[src/rtl/divider_multicycle_if.sv]
// divider_multicycle_if: start/operand/result bundle for the divider (data_remainder only with DIVIDER_REMAINDER_EN)
interface divider_multicycle_if;
  logic        ctrl_DIV;
  logic [31:0] data_operandA;
  logic [31:0] data_operandB;
  logic [31:0] data_result;
  logic        data_exception;
  logic        data_resultRDY;
`ifdef DIVIDER_REMAINDER_EN
  logic [31:0] data_remainder;
`endif
  modport master (
    output ctrl_DIV, data_operandA, data_operandB,
    input  data_result, data_exception, data_resultRDY
`ifdef DIVIDER_REMAINDER_EN
    , input data_remainder
`endif
  );
  modport slave (
    input  ctrl_DIV, data_operandA, data_operandB,
    output data_result, data_exception, data_resultRDY
`ifdef DIVIDER_REMAINDER_EN
    , output data_remainder
`endif
  );
endinterface

[src/rtl/divider_multicycle.sv]
// divider_multicycle: 32-step restoring signed divider; clock, reset (sync, active-high), bus (slave: ctrl_DIV start, operands in; data_result, data_exception, data_resultRDY and data_remainder when DIVIDER_REMAINDER_EN out)
module divider_multicycle (
  input logic clock,
  input logic reset,
  divider_multicycle_if.slave bus
);
  typedef enum logic [1:0] {IDLE, RUN, DONE} state_t;
  state_t state, state_n;
  logic [31:0] q, b_abs, r, result;
  logic [4:0] cnt;
  logic q_sign, r_sign, exc;
  logic [31:0] a_in, b_in, r_sub, r_step, q_step;
  logic [32:0] r_sh;
  logic fit, b_zero;
  assign a_in = bus.data_operandA[31] ? -bus.data_operandA : bus.data_operandA;
  assign b_in = bus.data_operandB[31] ? -bus.data_operandB : bus.data_operandB;
  assign b_zero = bus.data_operandB == 32'd0;
  // r_sh is the 33-bit shifted partial remainder; after a restore it always fits in 32 bits
  assign r_sh = {r, q[31]};
  assign fit = r_sh >= {1'b0, b_abs};
  assign r_sub = r_sh[31:0] - b_abs;
  assign r_step = fit ? r_sub : r_sh[31:0];
  assign q_step = {q[30:0], fit};
  always_ff @(posedge clock)
    state <= reset ? IDLE : state_n;
  // a start in any state (re)loads the operands, aborting a running division
  always_comb
    state_n = bus.ctrl_DIV ? (b_zero ? DONE : RUN) :
              state == RUN ? (cnt == 5'd31 ? DONE : RUN) : IDLE;
  always_comb
    bus.data_resultRDY = state == DONE;
`ifdef DIVIDER_REMAINDER_EN
  logic [31:0] rem;
  assign bus.data_remainder = rem;
  always_ff @(posedge clock)
    if (reset) rem <= '0;
    else if (bus.ctrl_DIV) begin
      if (b_zero) rem <= bus.data_operandA;
    end else if (state == RUN && cnt == 5'd31) rem <= r_sign ? -r_step : r_step;
`endif
  assign bus.data_result = result;
  assign bus.data_exception = exc;
  always_ff @(posedge clock)
    if (reset) begin
      q <= '0;
      b_abs <= '0;
      r <= '0;
      cnt <= '0;
      q_sign <= 1'b0;
      r_sign <= 1'b0;
      result <= '0;
      exc <= 1'b0;
    end else if (bus.ctrl_DIV) begin
      q <= a_in;
      b_abs <= b_in;
      r <= '0;
      cnt <= '0;
      q_sign <= bus.data_operandA[31] ^ bus.data_operandB[31];
      r_sign <= bus.data_operandA[31];
      if (b_zero) begin
        result <= '0;
        exc <= 1'b1;
      end
    end else if (state == RUN) begin
      q <= q_step;
      r <= r_step;
      cnt <= cnt + 5'd1;
      if (cnt == 5'd31) begin
        result <= q_sign ? -q_step : q_step;
        exc <= 1'b0;
      end
    end
endmodule

[src/flat_wrapper.sv]
// flat-port wrapper written by rule: the top's interface ports become plain ports
module divider_multicycle_flat 
  (clock, reset, bus_ctrl_DIV, bus_data_operandA, bus_data_operandB, bus_data_result, bus_data_exception, bus_data_resultRDY);
  divider_multicycle_if bus_i ();
  input logic clock;
  input logic reset;
  input wire logic [$bits(bus_i.ctrl_DIV)-1:0] bus_ctrl_DIV;
  input wire logic [$bits(bus_i.data_operandA)-1:0] bus_data_operandA;
  input wire logic [$bits(bus_i.data_operandB)-1:0] bus_data_operandB;
  output wire logic [$bits(bus_i.data_result)-1:0] bus_data_result;
  output wire logic [$bits(bus_i.data_exception)-1:0] bus_data_exception;
  output wire logic [$bits(bus_i.data_resultRDY)-1:0] bus_data_resultRDY;
  assign bus_i.ctrl_DIV = bus_ctrl_DIV;
  assign bus_i.data_operandA = bus_data_operandA;
  assign bus_i.data_operandB = bus_data_operandB;
  assign bus_data_result = bus_i.data_result;
  assign bus_data_exception = bus_i.data_exception;
  assign bus_data_resultRDY = bus_i.data_resultRDY;
  divider_multicycle u_core (.clock(clock), .reset(reset), .bus(bus_i));
endmodule
[config.mk]
export PLATFORM = sky130hd
export DESIGN_NAME = divider_multicycle_flat
export DESIGN_NICKNAME = d
export VERILOG_FILES = /design/src/rtl/divider_multicycle_if.sv /design/src/rtl/divider_multicycle.sv /design/src/flat_wrapper.sv
export SDC_FILE = /design/constraint.sdc
export NUM_CORES = 1
export LEC_CHECK = 0
export CORE_MARGIN = 8
export CORE_UTILIZATION = 51
export CTS_CLUSTER_SIZE = 12
export DETAILED_ROUTE_END_ITERATION = 6
export PLACE_DENSITY = 0.74
export SLEW_MARGIN = 0
export SYNTH_ARGS = -nofsm -noshare
export SYNTH_HDL_FRONTEND = slang
export SYNTH_SLANG_ARGS = --single-unit
[constraint.sdc]
create_clock -name clock -period 7.37 [get_ports clock]
set_input_delay 1.8425 -clock clock [delete_from_list [all_inputs] [get_ports clock]]
set_output_delay 1.8425 -clock clock [all_outputs]
set_load 0.01 [all_outputs]
[Yosys cells after proc, flatten, opt, wreduce, memory -nomap -nowiden]
Cells that the tools add are included.
Storage, ports and cells
  register bits after elaboration: 137
  input bits: 67
  output and inout port bits: 34
  word-level logic and storage cells: 42
Operators by class
  $add $sub $neg: 5
  $lt $le $gt $ge: 1
  eq/ne operators: 4
  multiplexer cells: 18
  bitwise gates (word level): 1
  reduce and logical (&&, ||, !) cells: 5
Operator list (number)
  $mux W32: 10
  $neg A32 Y32: 3
  $ge A33 B32 Y1: 1
  $logic_not A32 Y1: 1
  $sub A32 B32 Y32: 1
  $mux W2: 4
  $add A5 B1 Y5 const B: 1
  $eq A5 B5 Y1 const B: 1
  $mux W1: 4
  $reduce_bool A2 Y1: 2
  $reduce_and A3 Y1: 1
  $eq A2 B1 Y1 const B: 1
  $eq A2 B2 Y1 const B: 1
  $ne A2 B1 Y1 const B: 1
  $reduce_or A2 Y1: 1
  $xor A1 B1 Y1: 1

[Logic depth before layout (Yosys ltp)]
  depth after elaboration: 6
  depth in mapped cells: 20
  gate-level depth less buffers: 18

[Worst setup path after synthesis]
No wires, ideal clock.
  path type: register to register
  from: register u_core.b_abs[12]
  to: register u_core.result[30], in the netlist u_core.bus.data_result[30]
  setup time: 0.125 ns
  arrival: 4.269 ns
  slack: 2.976 ns
  stages on the path, launching flop included: 21
  path buffers: 2
  cells stage by stage: dfxtp_1 -> inv_1 -> ha_1 -> buf_2 -> a221oi_1 -> o21ai_0 -> a221o_1 -> a21o_1 -> a41oi_2 -> nand2_1 -> clkinv_1 -> clkbuf_1 -> ha_1 -> nand3_1 -> or2_4 -> or3_4 -> or2_1 -> nand2b_4 -> o41ai_4 -> xor2_1 -> o21ai_1
On the way
  word-level cells in the longest chain between the ends: 6
RTL lines
  start, declared: RTL line divider_multicycle.sv:9  | logic [31:0] q, b_abs, r, result;
  start signal, assigned: RTL line divider_multicycle.sv:55  | b_abs <= b_in;
  $ge A33 B32 Y1: RTL line divider_multicycle.sv:20  | assign fit = r_sh >= {1'b0, b_abs};
  $neg A32 Y32: RTL line divider_multicycle.sv:69  | result <= q_sign ? -q_step : q_step;
  $mux W32: RTL line divider_multicycle.sv:69
  $mux W32: RTL line divider_multicycle.sv:68  | if (cnt == 5'd31) begin
  $mux W32: RTL line divider_multicycle.sv:64  | end else if (state == RUN) begin
  $mux W32: RTL line divider_multicycle.sv:53  | end else if (bus.ctrl_DIV) begin
  end signal, assigned: RTL line divider_multicycle.sv:69
  end, declared: RTL line divider_multicycle.sv:9
No other way between the ends. The select of a mux whose other input is x is not followed.
A chain may end at the register's enable or synchronous reset.

[Worst setup path in the final report]
Same ends and word-level chain as after synthesis.

==> results.md <==
- Post-Syn Area: between 8000 and 9000 um^2
- Placed Cells: 1419
- Top cell by count, worst path: ha_1
- Crit-path max FO: 36
- Area contributors post-synth: dfxtp_1 (31%), xor2_1 (7.4%), nand2_1 (6.0%)
- DR WL/cell: 16.9 um
- Cells after Synth: 1155
- Detailed Place HPWL: 17700 um
- Residual DRC: 0
- Setup TNS: 0 ps
- Pwr dens: 208 nW/um^2
- CTS tree: built
- Detailed-route via count: 8467
- Hold Path Cell Cnt: 2
- Initial antenna violation count: 0
- Worst hold path class: reg2reg
- Worst EP required: 7660 ps
- Hold Crit Start: u_core.bus.data_result[30]
- Root Driver: clkbuf_16
- Final wirelength: 24600 um
- Die Area: 21900 um^2
- Total power: 2.20 mW
- Flop and latch count out of synthesis: 137
- # diodes: 0
- Post-CTS resize count: 0
- Remaining antenna violation count: 0
- Startpoint Class: register
- Initial Util: 51.8%
- First-pass GRT wire length: 40200 um
- Largest delay share family, worst path: compound AO/OA/AOI/OAI gates
- Total buffers and inverters traversed by the critical path: 3
- Die width: between 100 and 150 um
- Status: finished, final reports clean
- Most frequent cells after synthesis: nand2_1 (142), dfxtp_1 (137), nor2_1 (106), a21oi_1 (81), o21ai_0 (77)
- Number of max-cap violations: 0
- Ys async rst share: 0%
- CTS Hold Bufs: 0
- Setup Skew: 9.01 ps
- Final setup margin: 2540 ps
- Slowest CP cell: or3_4
- Final #Nets: ~1300
- Worst Hold End: u_core.bus.data_result[30]
- Residual overflow from global routing: 0
- Slew Viols, Final: 0
- Vias in the first global route: 8048
- Kind of critical path: reg2reg
- Distinct cells, synth: 66
- Postcts setup bufs: 0
- Min Tclk post-route: between 4000 and 5000 ps
- Largest net degree at the start of global routing: 78
- Tot GR Track Use: 22.4%
- Post-synthesis sequential area ratio: 30.8%
- Leak: 4.09 nW
- Max IR drop VDD: 0.190 mV
- Post-synth top area share: a little under a third
- Slowest stage delay, CP: 410 ps
- Place WS: approximately 2200 ps
- H-Tree Depth: 4
- Port bufs: 100
- Via/cell ratio: 5.84
- Syn_nets: between 1000 and 1500
- Reg2reg end: u_core.bus.data_result[30]
- CTS clk-pin slew, worst paths: 60 ps
- Synth area leader: dfxtp_1
- Least-Margin Pin Slew: 1130 ps
- Syn. warnings: 0
- Fillers: 1568
- Critical Path AT: around 5000 ps
- CTS max path bufs: 2
- Syn-to-layout area delta: 18.8%
- Placer Congestion: 0.899
- Die H: 148 um
- Critical Path Sink Type: register
- Period utilization: approximately two thirds
- Hold Vio Cnt, Final: 0
- FF-to-FF setup slack: 2540 ps
- Syn Area/Cell: 7.70 um^2
- Proportion of layout cells with a drive suffix above 1: 5.63%
- Most common flop cell mapped by yosys: dfxtp_1
- Boundary Pins: 101
- Drt first-iter violations: approximately 670
- Number of flops mapped to enable cells by yosys: 0
- Relative slew slack: 24.6%
- CP Cell Sequence: inv_1, ha_1, a221oi_1, o21ai_0, a221o_1, a21o_1, a41oi_2, nand2_1, clkinv_1, buf_4, ha_1, nand3_1, or2_4, or3_4, or2_1, nand2b_4, o41ai_4, xor2_1, o21ai_1
- Post-route insts no fill: 1451
- R2R Path Start: u_core.b_abs[12]
- Fmax: 207 MHz
- CTS sink count: 137
- Worst-skew pair later-pin latency: 430 ps
- DRT Pass-1 Iters: 6
- Count leader, synth: nand2_1
- Finish-stage setup viols: 0
- R2r worst-path depth: 19
- RSZ-0062 raised after global routing: no
- CTS Buf Count: 17
- Num rows: 48
- Core area: 17200 um^2
[cells in the final DEF, fill, tap and decap left out, drive strengths merged, types with 8 or more instances in the layout]
cell type,synthesis,layout
nand2,142,142
dfxtp,137,137
nor2,108,108
clkdlybuf4s50,0,98
a21oi,81,81
o21ai,79,79
xor2,75,75
inv,51,55
xnor2,39,39
ha,37,37
o31ai,29,29
a211oi,28,28
o22ai,27,27
nand3,22,22
or3,20,20
mux2i,18,18
clkbuf,52,18
nor3,17,17
a21o,16,16
a22oi,16,16
a311oi,13,13
buf,20,13
or4,13,13
nand4,12,12
nand2b,12,12
and3,10,10
o41ai,10,10
clkinv,1,8
or2,8,8
[kinds of logic after synthesis]
logic type	share of synthesized area, %
AND/OR/NAND/NOR	20.3
AO/OA/AOI/OAI	24.8
flip-flops	30.8
buffers and inverters	5.31
XOR/XNOR	11.2
adder cells (fa/ha/maj)	5.43
multiplexers	2.03
[routing by layer]
metal,GRT usage (%),share of wire [%],up-vias
li1,-,-,4251
met1,30.4,48,3945
met2,35.5,45,241
met3,3.88,5.6,30
met4,6.73,1.4,0
met5,0,0,-
[worst max path at each step]
stage,endpoint,startpoint,cells past startpoint
5_1_grt,u_core.bus.data_result[26],u_core.b_abs[12],18
4_1_cts,u_core.bus.data_result[30],u_core.b_abs[12],19
3_5_place_dp,u_core.bus.data_result[15],bus_data_operandB[4],10
3_3_place_gp,u_core.bus.data_result[15],bus_data_operandB[4],10
6_report,u_core.bus.data_result[30],u_core.b_abs[12],19
2_1_floorplan,u_core.bus.data_result[30],u_core.b_abs[12],20
[sequential cells by signal (all words and copies together), names as in the netlist]
name / flops
u_core.bus.data_exception: 1
u_core.q: 32
u_core.cnt: 5
u_core.q_sign: 1
u_core.r: 32
u_core.b_abs: 32
u_core.bus.data_result: 32
u_core.state: 2
[worst register-to-register path: stages (launching register included)]
cell	delay, ps
dfxtp_1	330
inv_1	60
ha_1	380
a221oi_1	310
o21ai_0	140
a221o_1	330
a21o_1	210
a41oi_2	320
nand2_1	130
clkinv_1	70
buf_4	370
ha_1	270
nand3_1	160
or2_4	300
or3_4	410
or2_1	280
nand2b_4	170
o41ai_4	220
xor2_1	170
o21ai_1	60
[final cells by class]
cell class	count	area [um^2]	area share (%)
clock inverters	14	140	1.33
inverters	52	195	1.85
well taps	225	282	2.67
repair buffers	111	1070	10.2
multi-input cells	894	5690	53.9
flip-flops and latches	137	2740	26.0
clock buffers	18	439	4.16
[through the flow]
stage	hold slack, ps	area, um^2	util, %
5_1_grt	486	10600	61.5
3_5_place_dp	444	9980	58.1
6_report	447	10600	61.5
2_1_floorplan	441	8890	-
3_3_place_gp	437	9980	58.1
4_1_cts	453	10600	61.5
[power by group]
group,switching [mW],leakage [nW],internal (mW),total [mW]
clock,0.354,0.279,0.480,0.834
sequential,0.0363,1.12,0.776,0.812
combinational,0.326,2.69,0.225,0.551
(Power assumes the default switching activity.)
